**src/rtl/ulpi_reg_access.sv**
```systemverilog
// ULPI link-side register access engine: runs PHY register writes and reads
// (TX CMD, data phase, STP, turnaround) and shares the bus with receive traffic.
module ulpi_reg_access #(
  parameter int unsigned TIMEOUT_CYCLES = 255
) (
  input  logic       clk_i,
  input  logic       rst_i,
  input  logic       req_i,
  input  logic       req_write_i,
  input  logic [5:0] req_addr_i,
  input  logic [7:0] req_wdata_i,
  output logic       busy_o,
  output logic       ack_o,
  output logic       err_o,
  output logic [7:0] rdata_o,
  input  logic       ulpi_dir_i,
  input  logic       ulpi_nxt_i,
  input  logic [7:0] ulpi_data_i,
  output logic [7:0] ulpi_data_o,
  output logic       ulpi_stp_o
);

  localparam logic [15:0] TIMEOUT = 16'(TIMEOUT_CYCLES);

  typedef enum logic [3:0] {
    IDLE, CMD, WDATA, STP, RTURN, RDATA, RWAIT, ABORT, DONE
  } state_t;

  state_t      state, state_next;
  logic [15:0] cnt, cnt_next, cnt_inc;
  logic        lat_write;
  logic [5:0]  lat_addr;
  logic [7:0]  lat_wdata;
  logic [7:0]  rd_buf;

  logic        busy_next, ack_next, err_next, stp_next;
  logic [7:0]  data_next, rdata_next;
  logic        accept, counted, timeout, capture;
  logic [7:0]  txcmd_in, txcmd_lat;

  assign accept    = req_i & ~busy_o;
  assign txcmd_in  = {1'b1, ~req_write_i, req_addr_i};
  assign txcmd_lat = {1'b1, ~lat_write, lat_addr};
  assign counted   = busy_o && (state != STP) && (state != DONE);
  assign cnt_inc   = (cnt == 16'hFFFF) ? cnt : cnt + 16'd1;
  assign timeout   = counted && (cnt_inc >= TIMEOUT);
  assign capture   = (state == RDATA) && ulpi_dir_i && !ulpi_nxt_i;

  always_ff @(posedge clk_i or negedge rst_i) begin
    if (!rst_i) begin
      state       <= IDLE;
      cnt         <= '0;
      lat_write   <= 1'b0;
      lat_addr    <= '0;
      lat_wdata   <= '0;
      rd_buf      <= '0;
      busy_o      <= 1'b0;
      ack_o       <= 1'b0;
      err_o       <= 1'b0;
      rdata_o     <= '0;
      ulpi_data_o <= '0;
      ulpi_stp_o  <= 1'b0;
    end else begin
      state       <= state_next;
      cnt         <= cnt_next;
      busy_o      <= busy_next;
      ack_o       <= ack_next;
      err_o       <= err_next;
      rdata_o     <= rdata_next;
      ulpi_data_o <= data_next;
      ulpi_stp_o  <= stp_next;
      if (accept) begin
        lat_write <= req_write_i;
        lat_addr  <= req_addr_i;
        lat_wdata <= req_wdata_i;
      end
      if (capture) rd_buf <= ulpi_data_i;
    end
  end

  // The PHY owns the bus whenever dir is high, so dir beats nxt in the TX phases.
  always_comb begin
    state_next = state;
    if (timeout) begin
      state_next = IDLE;
    end else begin
      case (state)
        IDLE:  if ((accept || busy_o) && !ulpi_dir_i) state_next = CMD;
        CMD: begin
          if (ulpi_dir_i)      state_next = ABORT;
          else if (ulpi_nxt_i) state_next = lat_write ? WDATA : RTURN;
        end
        WDATA: begin
          if (ulpi_dir_i)      state_next = ABORT;
          else if (ulpi_nxt_i) state_next = STP;
        end
        STP:   state_next = DONE;
        RTURN: if (ulpi_dir_i) state_next = RDATA;
        RDATA: state_next = (!ulpi_dir_i || ulpi_nxt_i) ? ABORT : RWAIT;
        RWAIT: if (!ulpi_dir_i) state_next = DONE;
        ABORT: if (!ulpi_dir_i) state_next = CMD;
        DONE:  state_next = IDLE;
        default: state_next = IDLE;
      endcase
    end
  end

  // Read data reaches rdata_o only when the read acks, so a timeout leaves it intact.
  always_comb begin
    busy_next  = busy_o;
    ack_next   = 1'b0;
    err_next   = 1'b0;
    stp_next   = 1'b0;
    data_next  = '0;
    rdata_next = rdata_o;
    cnt_next   = cnt;
    if (accept) begin
      busy_next = 1'b1;
      cnt_next  = '0;
    end else if (counted) begin
      cnt_next = cnt_inc;
    end
    if (timeout) begin
      busy_next = 1'b0;
      ack_next  = 1'b1;
      err_next  = 1'b1;
    end else begin
      case (state_next)
        CMD:   data_next = (state == IDLE && accept) ? txcmd_in : txcmd_lat;
        WDATA: data_next = lat_wdata;
        STP:   stp_next  = 1'b1;
        DONE: begin
          ack_next = 1'b1;
          if (!lat_write) rdata_next = rd_buf;
        end
        IDLE:  if (state == DONE) busy_next = 1'b0;
        default: data_next = '0;
      endcase
    end
  end

endmodule

```
**config.mk**
```make
export PLATFORM = sky130hd
export DESIGN_NAME = ulpi_reg_access
export DESIGN_NICKNAME = d
export VERILOG_FILES = /design/src/rtl/ulpi_reg_access.sv
export SDC_FILE = /design/constraint.sdc
export NUM_CORES = 1
export LEC_CHECK = 0
export CORE_MARGIN = 10
export CORE_UTILIZATION = 55
export CTS_CLUSTER_DIAMETER = 120
export DETAILED_ROUTE_END_ITERATION = 7
export PLACE_DENSITY = 0.8
export SYNTH_ARGS = -nofsm -noshare
export SYNTH_HDL_FRONTEND = slang
export SYNTH_SLANG_ARGS = --single-unit
```
**constraint.sdc**
```tcl
create_clock -name clk_i -period 2.8 [get_ports clk_i]
set_input_delay 0.28 -clock clk_i [delete_from_list [all_inputs] [get_ports clk_i]]
set_output_delay 0.28 -clock clk_i [all_outputs]
set_load 0.05 [all_outputs]
```
# [Word-level counts from Yosys, hierarchy flattened]
# Index checks and enable logic that the tools add are counted.
[totals] regBits=63 elab_cells=76 output_inout_bits=20 input_bits=28
[classes] n_eq_ne=15 magnitude_cmp=1 add_sub_neg=1 bitwise_logic=5 n_reduce_logical=15 n_mux=27
[ops] cell="16-bit two-way mux" n=3
[ops] cell="4-bit two-way mux" n=9
[ops] cell="4-bit case mux with 8 select lines" n=1
[ops] cell="16-bit by 1-bit adder with 16-bit output (second input constant)" n=1
[ops] cell="16-bit equality test (second input constant)" n=1
[ops] cell="4-bit by 2-bit equality test with 1-bit output (second input constant)" n=4
[ops] cell="4-bit by 3-bit equality test with 1-bit output (second input constant)" n=4
[ops] cell="16-bit by 8-bit >= comparator with 1-bit output (second input constant)" n=1
[ops] cell="8-bit case mux with 2 select lines" n=1
[ops] cell="1-bit two-way mux" n=10
[ops] cell="4-bit by 1-bit equality test with 1-bit output (second input constant)" n=2
[ops] cell="4-bit equality test (second input constant)" n=2
[ops] cell="4-bit zero test" n=2
[ops] cell="8-bit two-way mux" n=1
[ops] cell="1-bit logical AND" n=7
[ops] cell="7-bit two-way mux" n=1
[ops] cell="4-bit by 2-bit != test with 1-bit output (second input constant)" n=1
[ops] cell="4-bit != test (second input constant)" n=1
[ops] cell="1-bit inverter" n=4
[ops] cell="3-bit two-way mux" n=1
[ops] cell="3-bit AND reduction" n=1
[ops] cell="1-bit zero test" n=2
[ops] cell="1-bit logical OR" n=2
[ops] cell="2-bit nonzero test" n=1
[ops] cell="1-bit AND" n=1

# [Longest topological paths before layout]
# Gate-level depths: netlist of the first run.
[depth] depth_word=10 depth_mapped=9 depth_no_buf=7

# [Worst setup path before layout of the first run]
# OpenSTA, ideal clock, no wires.
[synth_timing] path_type="register to register" start="register cnt[0]" end="register rdata_o[1]" setup_slack_ns=0.301 setup_time_ns=0.096 n_path_buf=2 stages_incl_launch_ff=10 required_time_ns=2.704 arrival_ns=2.403 cell_sequence="dfrtp_1 > ha_1 > and3_4 > buf_6 > a311oi_1 > a31oi_1 > or3_4 > o31a_2 > buf_6 > o32ai_2"
[synth_between] elab_chain_len=7
[synth_rtl] element="start: declaration" line="30" text="logic [15:0] cnt, cnt_next, cnt_inc;"
[synth_rtl] element="start signal: assignment" line="65" text="cnt <= cnt_next;"
[synth_rtl] element="16-bit by 1-bit adder with 16-bit output / 16-bit equality test (equally long branches)" line="45" text="assign cnt_inc = (cnt == 16'hFFFF) ? cnt : cnt + 16'd1;"
[synth_rtl] element="16-bit two-way mux (*)" line="45"
[synth_rtl] element="16-bit by 8-bit >= comparator with 1-bit output (*)" line="46" text="assign timeout = counted && (cnt_inc >= TIMEOUT);"
[synth_rtl] element="1-bit logical AND (*)" line="46"
[synth_rtl] element="4-bit two-way mux" line="84" text="if (timeout) begin"
[synth_rtl] element="4-bit equality test" line="128" text="case (state_next)"
[synth_rtl] element="3-bit AND reduction (no source line) (*)"
[synth_rtl] element="end signal: assignment" line="69" text="rdata_o <= rdata_next;"
[synth_rtl] element="end: declaration" line="15" text="output logic [7:0] rdata_o,"
# Mark *: on every way between the ends. The rest lies on a longest branch, timed or not.
# A chain may end at the register's enable or synchronous reset.

# [Final worst setup path of the first run]
[layout_timing] start="register cnt[1]" end="register ulpi_stp_o"
[layout_between] elab_chain_len=8
[layout_rtl] element="16-bit by 1-bit adder with 16-bit output / 16-bit equality test (equally long branches)" line="45"
[layout_rtl] element="16-bit two-way mux (*)" line="45"
[layout_rtl] element="16-bit by 8-bit >= comparator with 1-bit output (*)" line="46"
[layout_rtl] element="1-bit logical AND (*)" line="46"
[layout_rtl] element="4-bit two-way mux" line="84"
[layout_rtl] element="4-bit by 2-bit equality test with 1-bit output" line="128"
[layout_rtl] element="1-bit two-way mux" line="128"
[layout_rtl] element="1-bit two-way mux (*)" line="123" text="if (timeout) begin"
[layout_rtl] element="via stp_next" line="36" text="logic busy_next, ack_next, err_next, stp_next;"
[layout_rtl] element="end signal: assignment" line="71" text="ulpi_stp_o <= stp_next;"
[layout_rtl] element="end: declaration" line="20" text="output logic ulpi_stp_o"
# Mark *: on every way through the listed nets, which the timed path passes. The rest lies on a longest branch.

==> results.py, run 1 <==
metrics = {
    "outcome": {
        "run_status": "complete, no violations",
    },
    "drt": {
        "ant_nets": 0,
        "routed_via_count": 2780,
        "route.detailed.drc": 0,
        "viasPerCell": 5.83,
        "detailed_route_iter0_violations": 214,
        "drt-total-wl_mm": 8.05,
        "drtPass1Iterations": 5,
        "route.detailed.wl_per_inst_um": 16.9,
    },
    "yosys": {
        "postSynthAreaPerCell_sq_um": 9.80,
        "post_synth_instance_area_sq_um": 3350,
        "synth.ff_latch_count": 63,
        "area_share_of_the_largest_cell_type_after_synthesis": 0.470,
        "synth.cells.most_frequent": "nand2_1 (67), dfrtp_1 (63), nor2_1 (18)",
        "synth_warnings": 0,
        "synth_edf_count": 0,
        "number_of_different_library_cells_in_the_post_synthesis_netlist": 62,
        "post_synth_net_total": 371,
        "synth_top_cells_by_area": "dfrtp_1 (47%), nand2_1 (7.5%), o32ai_2 (3.4%), mux2_2 (3.0%), mux2i_1 (3.0%)",
        "proportion_of_register_bits_with_asynchronous_set_or_reset_after_synthesis": 1.00,
        "synthCells": 342,
        "synth.most_common_cell": "nand2_1",
        "biggest_area_consumer_among_synthesized_cells": "dfrtp_1",
        "ys_dominant_reg_cell": "dfrtp_1",
        "synth-seq-area-share": 0.470,
    },
    "pwr": {
        "totalPowerFinal_mw": 4.30,
        "p_per_area_nw_per_um2": 1040,
        "max-vdd-ir-drop_uv": 550,
        "cellLeakagePower_nw": 1.86,
    },
    "job": {
        "drv.max_cap_violation_count": 0,
    },
    "timing": {
        "holdWs_ps": 457,
        "final-setup-viol-count": 0,
        "slew_violations": 0,
        "clock-skew-final_ps": 8.38,
        "final-hold-violation-count": 0,
        "final_period_util": 0.941,
        "timing.max_slew.rel_slack": 0.502,
        "rsz0062_at_grt": "false",
        "timing.setup.tns_ps": 0,
        "tightestPinTransition_ps": 748,
        "max_freq_mhz": 380,
        "period_needed_ps": 2630,
    },
    "worst_setup_path": {
        "critical-path-max-stage-delay_ps": 440,
        "worstSetupEndpointType": "register",
        "criticalPathCategory": "register to register",
        "critPathSlowestCell": "dfrtp_1",
        "timing.critical_path.from_type": "register",
        "cp_num_buf_inv": 1,
        "critPathArrivalTime_ps": 2860,
        "worstPathCellList": "ha_2 > nand3_1 > nor2_1 > a31oi_1 > or3_4 > o31a_2 > buf_12 > nor4b_1",
        "critical_path.max_fanout": 24,
        "worst-endpoint-required_ps": 3020,
        "worst_path_dominant_cell_family": "simple AND/OR/NAND/NOR gates",
    },
    "place": {
        "routabilityCongestion": 0.944,
        "dp.final_hpwl_mm": 5.86,
        "placement.cell_area_sq_um": 3950,
        "count_of_port_buffers_added_during_placement": 47,
    },
    "floorplan": {
        "io_pins": 48,
        "die_height_um": 98.1,
        "start_util": 0.566,
        "core_sq_um": 5920,
        "floorplan.rows": 28,
        "floorplan.die_area_sq_um": 9620,
        "horizontal_die_dimension_um": 98.1,
    },
    "clock_network": {
        "clk-insertion-delay-late_ps": 340,
        "clock-sinks": 63,
        "postCtsSetupRepairBufs": 0,
        "cts-root-buf": "clkbuf_8",
        "cts-htree-levels": 3,
        "tritoncts.num_buffers": 9,
        "worst_case_clock_buffer_depth": 2,
        "cts_tree": "yes",
        "cts_clock_pin_slew_for_the_worst_setup_and_hold_paths_ps": 70,
    },
    "final_layout": {
        "areaGrowthSynthToFinish_pct": 23.6,
        "antenna_diode_count": 0,
        "n_fill_cell": 423,
        "design.final.nets": 427,
        "multi_input_logic_area_sq_um": 1630,
        "finish.instance_area_sq_um": 4140,
        "ff_latch_area_sq_um": 1580,
        "final_layout_size_suffix_gt1_frac": 0.149,
    },
    "global_routing": {
        "grt_first_pass_wirelength_mm": 13.3,
        "grt_usage": 0.165,
        "vias_in_the_first_global_route": 2720,
        "grt_antenna_before_repair": 0,
        "grt_max_degree": 25,
        "grt_overflow_total": 0,
    },
    "min_path": {
        "min_path_type": "primary input to async pin",
    },
}
-- power breakdown --
part	internal [mW]	switching, mW	leakage (nW)
logic	0.824	1.21	0.952
registers	1.26	0.263	0.816
clock network	0.403	0.339	0.0892
total	2.49	1.81	1.86
-- cells by family after synthesis --
| kind of cell | after synthesis | synth area share |
|---|---|---|
| and+or+nand+nor | 152 | 0.240 |
| buffers and inverters | 33 | 0.0459 |
| DFF | 63 | 0.470 |
| AOI/OAI and AO/OA | 71 | 0.172 |
| muxes | 19 | 0.0601 |
| adders and majority gates | 1 | 0.00373 |
| xor gates and xnor gates | 3 | 0.00784 |
-- registers in the layout, indices dropped and copies added (netlist names) --
signal       cells
rdata_o          8
err_o            1
state            4
lat_addr         6
busy_o           1
ulpi_stp_o       1
ulpi_data_o      8
lat_wdata        8
rd_buf           8
lat_write        1
ack_o            1
cnt             16
-- metal layers --
layer	vias to the layer above	track usage	part of all wire
met4	0	0.0559	0.015
li1	1331	-	-
met3	11	0.0465	0.059
met5	-	0	0
met2	88	0.265	0.48
met1	1350	0.209	0.44
-- path summary, 6_finish.rpt --
check	from	endpoint	slack, ps	cells after the start
worst max-delay path	cnt[1]	ulpi_stp_o	170	8
worst min-delay path	rst_i	rd_buf[2]	460	2
worst max register to register	cnt[1]	ulpi_stp_o	170	8
worst min register to register	lat_addr[1]	lat_addr[1]	480	2
max in group asynchronous	rst_i	lat_wdata[3]	1630	3
min in group clk_i	req_wdata_i[1]	lat_wdata[1]	460	3
-- cell usage in the layout (no fill, tap or decap), types with 3 or more instances in the layout --
cell type,n
a21oi_1,14
mux2_2,9
a2bb2oi_1,7
nor2_1,18
dfrtp_1,63
nand2_1,67
clkbuf_8,9
a211o_1,3
nand2b_1,7
o32ai_2,7
buf_4,16
nor3_1,13
inv_1,13
o21ai_0,13
a31oi_1,3
nand4_1,4
mux2i_1,10
a311oi_1,3
clkdlybuf4s50_1,46
nand3_1,11
nor2b_1,5
-- metrics by stage --
stage,cells,setup slack [ps],utilization
global placement,461,264,0.667
finish,477,166,0.700
global route,477,54.9,0.700
detailed placement,461,121,0.667
floorplan,342,301,-
CTS,477,117,0.698
-- timing repair --
action | CTS | global route
endpoints found under the hold margin | 21 | 0
setup endpoints to repair | 0 | 4
resized for setup | 0 | 2
hold buffers | 1 | 0
-- area by class of cell --
cell class                      instances  area share
Clock inverter                          4      0.0115
Inverter                               13      0.0118
Clock buffer                           11      0.0317
Timing Repair Buffer                   65       0.149
Tap cell                               75      0.0226
Sequential cell                        63       0.380
Multi-Input combinational cell        246       0.393
No activity file was read; power rests on OpenSTA's default activity.
==> run 2, diff against run 1 <==
--- a/config.mk
+++ b/config.mk
@@ -5,7 +5,7 @@
 export SDC_FILE = /design/constraint.sdc
 export NUM_CORES = 1
 export LEC_CHECK = 0
-export CORE_MARGIN = 10
+export CORE_MARGIN = 2
 export CORE_UTILIZATION = 55
 export CTS_CLUSTER_DIAMETER = 120
 export DETAILED_ROUTE_END_ITERATION = 7
==> run 2 against run 1 <==
  * Cell area is 1.7% higher
  * Via count up 1.9%
  * Global-route usage up 8.3 points
  * Clock-buffer cell count is the same
  * Worst hold slack got worse by 360 ps
  * Highest routed layer unchanged
==> results.py, run 2 (synthesis results as in run 1) <==
metrics = {
    "worst_setup_path": {
        "timing.reg2reg.setup_slack_ps": 200,
        "critPathArrivalTime_ps": 2820,
        "timing.critical_path.to": "rdata_o[5]",
        "timing.critical_path.from_type": "register",
        "worst-r2r-cell-count": 8,
        "worstSetupEndpointType": "register",
        "critical_path.max_fanout": 18,
        "criticalPathCategory": "register to register",
        "worst_setup_path_startpoint": "cnt[1]",
        "critical_path.reg2reg.endpoint": "rdata_o[5]",
        "crit-reg2reg-launch": "cnt[1]",
        "worst-endpoint-required_ps": 3020,
    },
    "outcome": {
        "run_status": "complete, no violations",
    },
    "min_path": {
        "min_path_type": "primary input to async pin",
    },
    "pwr": {
        "max-vdd-ir-drop_uv": 640,
        "cellLeakagePower_nw": 1.89,
        "p_per_area_nw_per_um2": 1080,
    },
    "timing": {
        "slew_violations": 0,
        "tightestPinTransition_ps": 783,
        "final-hold-violation-count": 0,
        "timing.setup.tns_ps": 0,
        "final_period_util": 0.930,
        "clock-skew-final_ps": 7.90,
        "period_needed_ps": 2600,
        "timing.max_slew.rel_slack": 0.478,
        "final-setup-viol-count": 0,
        "holdWs_ps": 94.6,
        "max_freq_mhz": 384,
        "rsz0062_at_grt": "false",
    },
    "drt": {
        "routed_via_count": 2833,
        "ant_nets": 0,
        "drt-total-wl_mm": 7.89,
        "drtPass1Iterations": 4,
        "route.detailed.drc": 0,
        "route.detailed.wl_per_inst_um": 16.5,
        "viasPerCell": 5.93,
        "detailed_route_iter0_violations": 139,
    },
    "place": {
        "placement.cell_area_sq_um": 3940,
        "dp.final_hpwl_mm": 5.42,
        "count_of_port_buffers_added_during_placement": 47,
        "routabilityCongestion": 0.915,
    },
    "floorplan": {
        "io_pins": 48,
        "die_height_um": 82.1,
        "horizontal_die_dimension_um": 82.1,
        "core_sq_um": 5920,
        "floorplan.rows": 28,
        "start_util": 0.566,
        "floorplan.die_area_sq_um": 6730,
    },
    "global_routing": {
        "grt_antenna_before_repair": 0,
        "vias_in_the_first_global_route": 2731,
        "grt_max_degree": 64,
        "grt_overflow_total": 0,
        "grt_usage": 0.248,
        "grt_first_pass_wirelength_mm": 12.6,
    },
    "final_layout": {
        "final_common_cell": "nand2_1",
        "antenna_diode_count": 0,
        "largest_register_ffs": 16,
        "max_flop_register": "cnt",
        "areaGrowthSynthToFinish_pct": 25.7,
        "final_layout_size_suffix_gt1_frac": 0.159,
        "finish.instance_area_sq_um": 4210,
        "design.final.nets": 427,
        "mostFrequentLayoutCells": "nand2_1 (67), dfrtp_1 (63), clkdlybuf4s50_1 (46)",
    },
    "clock_network": {
        "cts_clock_pin_slew_for_the_worst_setup_and_hold_paths_ps": 70,
        "clock-sinks": 63,
        "tritoncts.num_buffers": 9,
        "cts-root-buf": "clkbuf_8",
        "cts-htree-levels": 3,
        "worst_case_clock_buffer_depth": 2,
        "cts_tree": "yes",
        "clk-insertion-delay-late_ps": 350,
    },
    "job": {
        "drv.max_cap_violation_count": 0,
    },
}
[run 2: final cells by class]
class | count | area [sq um]
Inverter | 13 | 48.8
Fill cell | 448 | 1710
Tap cell | 75 | 93.8
Timing Repair Buffer | 65 | 613
Clock buffer | 11 | 141
Sequential cell | 63 | 1580
Clock inverter | 5 | 104
Multi-Input combinational cell | 246 | 1640
[run 2: metrics by stage]
stage	power, mW	setup WS (ps)	util	instances
4_1_cts	4.55	105	0.709	478
6_report	4.56	197	0.712	478
3_3_place_gp	3.47	74.6	0.665	460
3_5_place_dp	3.56	-6.36	0.665	460
2_1_floorplan	2.93	301	-	342
5_1_grt	4.84	33.1	0.712	478
[run 2: timing repair]
item | 4_1_cts | 5_1_grt
resized for setup | 0 | 3
hold buffers | 0 | 0
setup endpoints to repair | 8 | 11
gates cloned | 0 | 0
setup buffers | 2 | 0
pin swaps | 1 | 0
[run 2: how the worst min path moves through the flow]
stage | startpoint | slack (ps) | to | cells past startpoint
3_3_place_gp | lat_addr[5] | 460 | lat_addr[5] | 2
6_report | rst_i | 90 | rd_buf[3] | 2
5_1_grt | rst_i | 150 | rd_buf[3] | 2
3_5_place_dp | lat_wdata[7] | 460 | lat_wdata[7] | 2
2_1_floorplan | rst_i | -20 | ack_o | 0
4_1_cts | rst_i | 130 | rd_buf[3] | 2
[run 2: worst max-delay path, cell delays in order, from the launching register on]
cell       delay, ps
dfrtp_1          450
ha_2             280
nand3_2          150
nor4_4           450
a31oi_1          220
a2111oi_4        410
o31a_2           230
buf_12           170
o32ai_2          110
[run 2: routing by layer]
metal / vias up / track usage / part of all wire
met4: 0 / 0.128 / 0.026
met5: - / 0 / 0
met1: 1386 / 0.313 / 0.43
met3: 23 / 0.0505 / 0.051
li1: 1336 / - / -
met2: 88 / 0.403 / 0.49
[run 2: power by group]
group	switching (mW)	internal (mW)	total (mW)	leakage, nW
registers	0.283	1.26	1.54	0.816
clock network	0.359	0.618	0.977	0.124
logic	1.22	0.823	2.04	0.955
total	1.86	2.70	4.56	1.89
==> run 3, diff against run 2 <==
--- a/config.mk
+++ b/config.mk
@@ -7,8 +7,9 @@
 export LEC_CHECK = 0
 export CORE_MARGIN = 2
 export CORE_UTILIZATION = 55
-export CTS_CLUSTER_DIAMETER = 120
+export CTS_CLUSTER_DIAMETER = 60
 export DETAILED_ROUTE_END_ITERATION = 7
+export HOLD_SLACK_MARGIN = 0.06
 export PLACE_DENSITY = 0.8
 export SYNTH_ARGS = -nofsm -noshare
 export SYNTH_HDL_FRONTEND = slang
==> results of run 3 <==
The final DEF is identical to that of run 2; final timing and power are the same.
